--- config.mk ---
export PLATFORM = sky130hd
export DESIGN_NAME = disp_arbiter
export DESIGN_NICKNAME = d
export VERILOG_FILES = /design/src/rtl/disp_pkg.sv /design/src/rtl/disp_arbiter.sv
export SDC_FILE = /design/constraint.sdc
export NUM_CORES = 1
export LEC_CHECK = 0
export BUFFER_PORTS_ARGS = -buffer_cell sky130_fd_sc_hd__buf_2
export CAP_MARGIN = 30
export CORE_MARGIN = 4
export CORE_UTILIZATION = 42
export CTS_BUF_LIST = sky130_fd_sc_hd__clkbuf_4 sky130_fd_sc_hd__clkbuf_8
export CTS_CLUSTER_SIZE = 14
export DETAILED_ROUTE_END_ITERATION = 10
export HOLD_SLACK_MARGIN = 0.15
export PLACE_DENSITY = 0.82
export RECOVER_POWER = 100
export SYNTH_ARGS = -nofsm -noshare
export SYNTH_HDL_FRONTEND = slang
export SYNTH_SLANG_ARGS = --single-unit
export TNS_END_PERCENT = 5
--- constraint.sdc ---
create_clock -name clock -period 2.7 [get_ports clock]
set_input_delay 0.81 -clock clock [delete_from_list [all_inputs] [get_ports clock]]
set_output_delay 0.81 -clock clock [all_outputs]
set_load 0.02 [all_outputs]
--- src/rtl/disp_pkg.sv ---
// disp_pkg: shared digit, source and arbiter state types for the display path
package disp_pkg;
  typedef logic [5:0] digit_t;
  localparam int DIG_EN_BIT = 5;
  typedef enum logic [1:0] {SRC_TIME = 2'd0, SRC_EDIT = 2'd1, SRC_ALARM = 2'd2} src_e;
  typedef enum logic [2:0] {S_SRC0, S_SRC1, S_HOLD1, S_SRC2, S_HOLD2} arb_state_e;
endpackage

--- src/rtl/disp_arbiter.sv ---
// disp_arbiter: priority-shares the 8-digit display among three sources with hold and blink
module disp_arbiter
  import disp_pkg::*;
#(
  parameter int HOLD_TICKS = 6
) (
  input  logic        clock,
  input  logic        reset,
  input  logic        pulse_500ms,
  input  logic [2:0]  req,
  input  logic [47:0] src0_d,
  input  logic [47:0] src1_d,
  input  logic [47:0] src2_d,
  input  logic [7:0]  src0_blink,
  input  logic [7:0]  src1_blink,
  input  logic [7:0]  src2_blink,
  output logic [5:0]  d1,
  output logic [5:0]  d2,
  output logic [5:0]  d3,
  output logic [5:0]  d4,
  output logic [5:0]  d5,
  output logic [5:0]  d6,
  output logic [5:0]  d7,
  output logic [5:0]  d8,
  output logic [1:0]  grant,
  output logic        switch_p
);
  arb_state_e st, st_nxt;
  src_e g_nxt;
  logic [3:0] hold_cnt, cnt_nxt;
  logic blink_on, blink_nxt, expire, in_hold, to_hold, unused_req0;
  logic [47:0] sel_d;
  logic [7:0] sel_b;
  digit_t [7:0] d_q, d_nxt;
  assign unused_req0 = req[0];
  assign expire = pulse_500ms && hold_cnt == 4'd1;
  always_comb begin
    st_nxt = S_SRC0;
    case (st)
      S_SRC0:  st_nxt = req[2] ? S_SRC2 : req[1] ? S_SRC1 : S_SRC0;
      S_SRC1:  st_nxt = req[2] ? S_SRC2 : req[1] ? S_SRC1 : S_HOLD1;
      S_HOLD1: st_nxt = req[2] ? S_SRC2 : req[1] ? S_SRC1 : expire ? S_SRC0 : S_HOLD1;
      S_SRC2:  st_nxt = req[2] ? S_SRC2 : S_HOLD2;
      S_HOLD2: st_nxt = req[2] ? S_SRC2 : !expire ? S_HOLD2 : req[1] ? S_SRC1 : S_SRC0;
      default: st_nxt = S_SRC0;
    endcase
  end
  assign in_hold = st == S_HOLD1 || st == S_HOLD2;
  assign to_hold = st_nxt == S_HOLD1 || st_nxt == S_HOLD2;
  assign cnt_nxt = !to_hold ? 4'd0 : !in_hold ? 4'(HOLD_TICKS) : pulse_500ms ? hold_cnt - 4'd1 : hold_cnt;
  assign g_nxt = st_nxt == S_SRC0 ? SRC_TIME :
                 (st_nxt == S_SRC1 || st_nxt == S_HOLD1) ? SRC_EDIT : SRC_ALARM;
  assign blink_nxt = (2'(g_nxt) != grant) ? 1'b1 : blink_on ^ pulse_500ms;
  assign sel_d = g_nxt == SRC_ALARM ? src2_d : g_nxt == SRC_EDIT ? src1_d : src0_d;
  assign sel_b = g_nxt == SRC_ALARM ? src2_blink : g_nxt == SRC_EDIT ? src1_blink : src0_blink;
  always_comb begin
    d_nxt = '0;
    for (int i = 0; i < 8; i++) begin
      d_nxt[i] = sel_d[6*i +: 6];
      d_nxt[i][DIG_EN_BIT] = sel_d[6*i + DIG_EN_BIT] & (blink_nxt | ~sel_b[i]);
    end
  end
  always_ff @(posedge clock or negedge reset)
    if (!reset) begin
      st <= S_SRC0;
      hold_cnt <= 4'd0;
      blink_on <= 1'b1;
      grant <= 2'd0;
      switch_p <= 1'b0;
      d_q <= '0;
    end else begin
      st <= st_nxt;
      hold_cnt <= cnt_nxt;
      blink_on <= blink_nxt;
      grant <= 2'(g_nxt);
      switch_p <= 2'(g_nxt) != grant;
      d_q <= d_nxt;
    end
  assign {d8, d7, d6, d5, d4, d3, d2, d1} = d_q;
endmodule

==> results of run 1 <==
## cells in the mapped netlist, types with 3 or more instances
cell type and number:
nand2_1 45, o21ai_0 54, dfrtp_1 58, buf_2 4, mux2i_1 48, o211ai_1 9
a21oi_1 6, xnor2_1 3, clkbuf_1 9, buf_4 7, nor3_1 5, inv_1 15
o21ai_2 3, mux2_2 8, nor2_1 3
## cells in the final DEF, fill, tap and decap left out, types with 3 or more instances in the layout
cell / Yosys / routed
o21ai_0: 54 / 57
bufinv_16: 0 / 3
dfrtp_1: 58 / 58
inv_1: 15 / 15
clkbuf_1: 9 / 55
mux2_2: 8 / 8
nor3_1: 5 / 5
o211ai_1: 9 / 9
a21oi_1: 6 / 6
clkbuf_8: 0 / 9
nand2_1: 45 / 45
nor2_1: 3 / 3
xnor2_1: 3 / 3
mux2i_1: 48 / 48
buf_4: 7 / 4
buf_2: 4 / 171
## stage by stage
step / hold slack, ns / power, mW / util [%] / setup WS (ns)
after global placement: 0.572 / 2.88 / 60.1 / -0.155
final: 0.592 / 3.80 / 62.1 / 0.203
after floorplan: 0.514 / 2.38 / - / 0.323
after global routing: 0.622 / 4.05 / 62.1 / 0.0171
after detailed placement: 0.579 / 2.95 / 60.1 / -0.304
after CTS: 0.481 / 3.93 / 63.5 / 0.117
## registers in the layout (all words and copies together) (netlist names), 2 cells and up
register / flops
d1: 6
d2: 6
d3: 6
d4: 6
d5: 6
d6: 6
d7: 6
d8: 6
grant: 2
hold_cnt: 4
st: 3
## where the power goes
part,switching (mW),internal [mW]
combinational,0.984,0.584
clock,0.349,0.611
sequential,0.127,1.15
## worst min path at each step
stage / to / slack [ns] / depth (start not counted)
6_report: hold_cnt[3] / 0.59 / 2
5_1_grt: hold_cnt[3] / 0.62 / 2
4_1_cts: d4[5] / 0.48 / 2
3_5_place_dp: hold_cnt[3] / 0.58 / 2
3_3_place_gp: hold_cnt[3] / 0.57 / 2
2_1_floorplan: d1[0] / 0.51 / 0
## critical path, stage by stage, from the launching register on
cell      delay (ns)
dfrtp_1         0.41
inv_1           0.09
ha_1            0.18
and4bb_2        0.27
o311ai_2        0.13
clkbuf_4        0.18
nor2_1          0.20
clkbuf_4        0.50
mux2i_1         0.30
o21ai_0         0.10
## layout make-up
type	count	area (µm²)	area share (%)
clock inverters	7	116	2.58
multi-input cells	210	1470	32.6
well taps	99	124	2.75
flip-flops and latches	59	1480	32.8
inverters	15	56.3	1.25
repair buffers	235	1140	25.2
clock buffers	9	124	2.75
## cells by family after synthesis
family,Yosys count,synth area share [%]
simple gates,63,10.1
buf+inv,36,5.57
fa+ha+maj,2,0.801
mux,56,18.3
compound gates,84,16.5
flops,59,47.3
xor+xnor,5,1.40
## metal layers
metal  track usage, %  wire [µm]  vias up  share of wire, %
li1                 -          -     1523                 -
met1             21.9       3410     1413                36
met2             37.2       5080      130                54
met3             5.85        704       14               7.5
met4             6.98        149        0               1.6
met5                0          0        -                 0
## what timing repair did
item,4_1_cts,5_1_grt
gates resized for setup,1,1
setup endpoints to repair,1,8
hold buffers,0,0
==> impl_results.md, run 1 <==
* Clock Sinks at around 60
* Mapped Cells at just over 300
* Leak at ~2.4 nW
* DR iter-0 viols at 66
* Worst-skew pair later-pin latency at about 0.32 ns
* Yosys warning count at 0
* Total number of vias at ~3.1k
* Worst reg-to-reg path cell count at 9
* Largest net degree at the start of global routing at 44
* CP startpoint: hold_cnt[1]
* Dominant cell type by area after synthesis: dfrtp_1
* Cell area after layout at between 4000 and 5000 µm²
* Critical path peak fanout at 26
* Clock skew at 0.00589 ns
* CTS tree: built
* Initial antenna violation count at 0
* Number of remaining DRC errors at 0
* Power per Cell Area at 844 nW/µm²
* Final Cycle Share at around 90%
* CTS Root Cell: clkbuf_8
* Mean number of vias per cell at slightly below 5
* Slew Limit Fails at 32
* Layout cells sized above 1 at 40.0%
* Crit path launch type: flop
* GRT Total Usage at approximately a fifth
* Top Ports at 225
* Final HPWL DP at ~7600 µm
* Total gr overflow at 0
* Share of flip-flops with an asynchronous set or reset at 100%
* Fin crit period at approximately 2.5 ns
* RD Place Congestion at a little over 0.8
* Height of the die at approximately 94 µm
* Fin nets at slightly above 700
* Crit path to: d6[4]
* Average wire per cell in the routed design at around 15 µm
* Reg2reg start: hold_cnt[1]
* Top cells by area, synth: dfrtp_1, mux2i_1, o21ai_0, nand2_1, mux2_2
* Reg2reg setup slack at a little over 0.2 ns
* Buffers added on ports at 223
* FF+latch count, synth at just under 60
* Starting Density at approximately 43%
* Vias in the first global route at a little over 3k
* Filler Cell Count at about 650
* Synthesized area at about 3100 µm²
* RSZ-0062 raised after global routing: false
* Seq/Total Area, Yosys at a little under half
* Max_cap viols at 1
* Non-filler cells, final at between 600 and 700
* Synth Flop Type: dfrtp_1
* Critical Path Sink Type: flop
* Area Overhead vs Synth at 44.2%
* Post-route ant nets at 0
* Hold path startpoint: hold_cnt[3]
* Router iterations before antenna repair at 4
* Hold Path Class: reg2reg
* # setup viols final at 0
* Clock buffer depth at 2
* Post-CTS setup buffer count at 0
* WP data required at 2.89 ns
* RR Endpoint: d6[4]
* Core ar. at 7250 µm²
* Post-synth net total at approximately 480
* Site Rows at 31
* Num CTS Buffers at 9
* H-Tree Level Count at 3
* Failing checks: max-capacitance violations, max-slew violations
* Antenna diode count at 0
* Placed Instances at 618
* Post-synth EDFFs at 0
* Die Width at roughly 94 µm
* Fmax at 400 MHz
* Synth top area share at between 40% and 50%
* Worst vdd ir at about 0.42 mV
* Post-DP Area at ~4400 µm²
* Clock-pin slew of the registers on the worst-case setup and hold paths at about 0.070 ns
* Global-route wire length before repair at between 10000 and 15000 µm
* Final-report hold violation count at 0
* Crit path arrival time at around 2.7 ns
* Avg Inst Size Synth at approximately 10 µm²
* Max-slew headroom at -9.47%
* Status: complete, but fails checks
* Worst Tran Pin Value at between 1.5 and 2 ns
* Synth unique cells at 37
* Setup_tns at 0 ns
* CP Class: reg2reg
* Full die area at 8880 µm²
* Detailed Route WL at 9350 µm
No activity file was read; power rests on OpenSTA's default activity.
==> run 2: changes to the inputs <==
--- a/config.mk
+++ b/config.mk
@@ -7,7 +7,6 @@
 export LEC_CHECK = 0
 export BUFFER_PORTS_ARGS = -buffer_cell sky130_fd_sc_hd__buf_2
 export CAP_MARGIN = 30
-export CORE_MARGIN = 4
 export CORE_UTILIZATION = 42
 export CTS_BUF_LIST = sky130_fd_sc_hd__clkbuf_4 sky130_fd_sc_hd__clkbuf_8
 export CTS_CLUSTER_SIZE = 14
==> impl_results.md, run 2 (synthesized netlist as in run 1, its figures left out) <==
* Status: completed
* Setup_tns at 0 ns
* Largest net degree at the start of global routing at 51
* Average wire per cell in the routed design at ~13 µm
* Crit path arrival time at between 2 and 3 ns
* H-Tree Level Count at 3
* Num CTS Buffers at 9
* Total gr overflow at 0
* RSZ-0062 raised after global routing: false
* Fin crit period at approximately 2.6 ns
* Final-report hold violation count at 0
* Clock skew at approximately 0.0080 ns
* Hold path startpoint: hold_cnt[3]
* Critical path peak fanout at 14
* Post-route ant nets at 0
* Initial antenna violation count at 0
* Util after Layout at 62.4%
* Height of the die at around 88 µm
* Slew Limit Fails at 0
* Vias in the first global route at ~2.8k
* Cell area after layout at ~4500 µm²
* Mean number of vias per cell at 4.97
* Full die area at 7790 µm²
* Antenna diode count at 0
* Fin nets at around 710
* Die Width at 88.2 µm
* Leak at 2.36 nW
* Final HPWL DP at between 6000 and 7000 µm
* Reg2reg setup slack at 0.14 ns
* Layout cells sized above 1 at roughly 41%
* RD Place Congestion at between 0.8 and 0.9
* DR iter-0 viols at about 80
* Clock-pin slew of the registers on the worst-case setup and hold paths at 0.07 ns
* Worst Tran Pin Value at roughly 1.5 ns
* Area Overhead vs Synth at 44.2%
* CTS Root Cell: clkbuf_8
* Max-slew headroom at under 10%
* CP Class: reg2reg
* Fmax at 391 MHz
* Worst-skew pair later-pin latency at between 0.3 and 0.4 ns
* Worst vdd ir at ~0.32 mV
* Buffers added on ports at ~220
* Filler Cell Count at 649
* Global-route wire length before repair at 12700 µm
* Core ar. at slightly above 7000 µm²
* Post-DP Area at between 4000 and 5000 µm²
* Top Ports at around 230
* Starting Density at between 40 and 50%
* Reg2reg start: hold_cnt[1]
* Max_cap viols at 0
* Hold Path Class: reg2reg
* Commonest non-fill, non-tap cell in the layout: buf_2
* Router iterations before antenna repair at 4
* GRT Total Usage at 21.4%
* CP startpoint: hold_cnt[1]
* Crit path launch type: flop
* WP data required at approximately 2.9 ns
* # setup viols final at 0
* Final Cycle Share at 94.8%
* Clock buffer depth at 2
* Site Rows at 31
* Critical Path Sink Type: flop
* Commonest non-fill, non-tap cells in the layout: buf_2, dfrtp_1, o21ai_0
* Clock Sinks at 59
* Total number of vias at approximately 3.2k
* Number of remaining DRC errors at 0
* CTS tree: built
* Detailed Route WL at approximately 8500 µm
* Power per Cell Area at roughly 800 nW/µm²
==> run 2: worst paths after layout <==
check                               to  cells past startpoint
setup / recovery                 d1[5]                     10
hold / removal             hold_cnt[3]                      2
setup reg to reg                 d1[5]                     10
hold reg to reg            hold_cnt[3]                      2
max in group asynchronous        d7[0]                      1
min in group asynchronous     grant[1]                      1
==> run 2: cell type report <==
class	count	area [µm²]	area share, %
multi-input combinational	210	1480	32.9
timing repair buffer	235	1170	26.0
clock inverter	7	68.8	1.53
tap	99	124	2.75
sequential	59	1480	32.8
clock buffer	9	124	2.75
inverter	15	56.3	1.25
==> run 2: repair_timing <==
item,in CTS,in global routing
hold buffers,0,0
setup buffers,0,2
endpoints found under the setup margin,1,2
gates resized for setup,1,0
pin swaps,0,1
==> run 2: power by group <==
group	switching (mW)	total, mW	internal (mW)
clock	0.362	0.784	0.422
sequential	0.126	1.27	1.15
combinational	0.986	1.59	0.607
total	1.47	3.65	2.17
==> run 2: stage by stage <==
stage / hold slack, ns / power (mW) / std cells / setup WS (ns)
global route: 0.643 / 3.87 / 634 / 0.0170
finish: 0.612 / 3.65 / 634 / 0.140
floorplan: 0.514 / 2.38 / 305 / 0.323
CTS: 0.488 / 3.74 / 632 / 0.183
detailed placement: 0.601 / 2.94 / 616 / -0.324
global placement: 0.571 / 2.87 / 616 / -0.115
==> run 2: metal layers <==
layer / vias to the layer above / GRT usage (%) / part of all wire [%]
met5: - / 0 / 0
met4: 0 / 9.09 / 2.2
met3: 24 / 5.69 / 6.6
met2: 136 / 39.4 / 53
met1: 1468 / 23.0 / 39
li1: 1526 / - / -
==> run 2: critical path, cell delays in order (launching register included) <==
cell       delay, ns
dfrtp_1         0.39
inv_1           0.08
ha_1            0.21
nand4bb_4       0.14
buf_4           0.18
a2111oi_0       0.37
nor4bb_1        0.44
nor3b_4         0.17
clkbuf_2        0.19
o211ai_1        0.19
o21ai_2         0.08
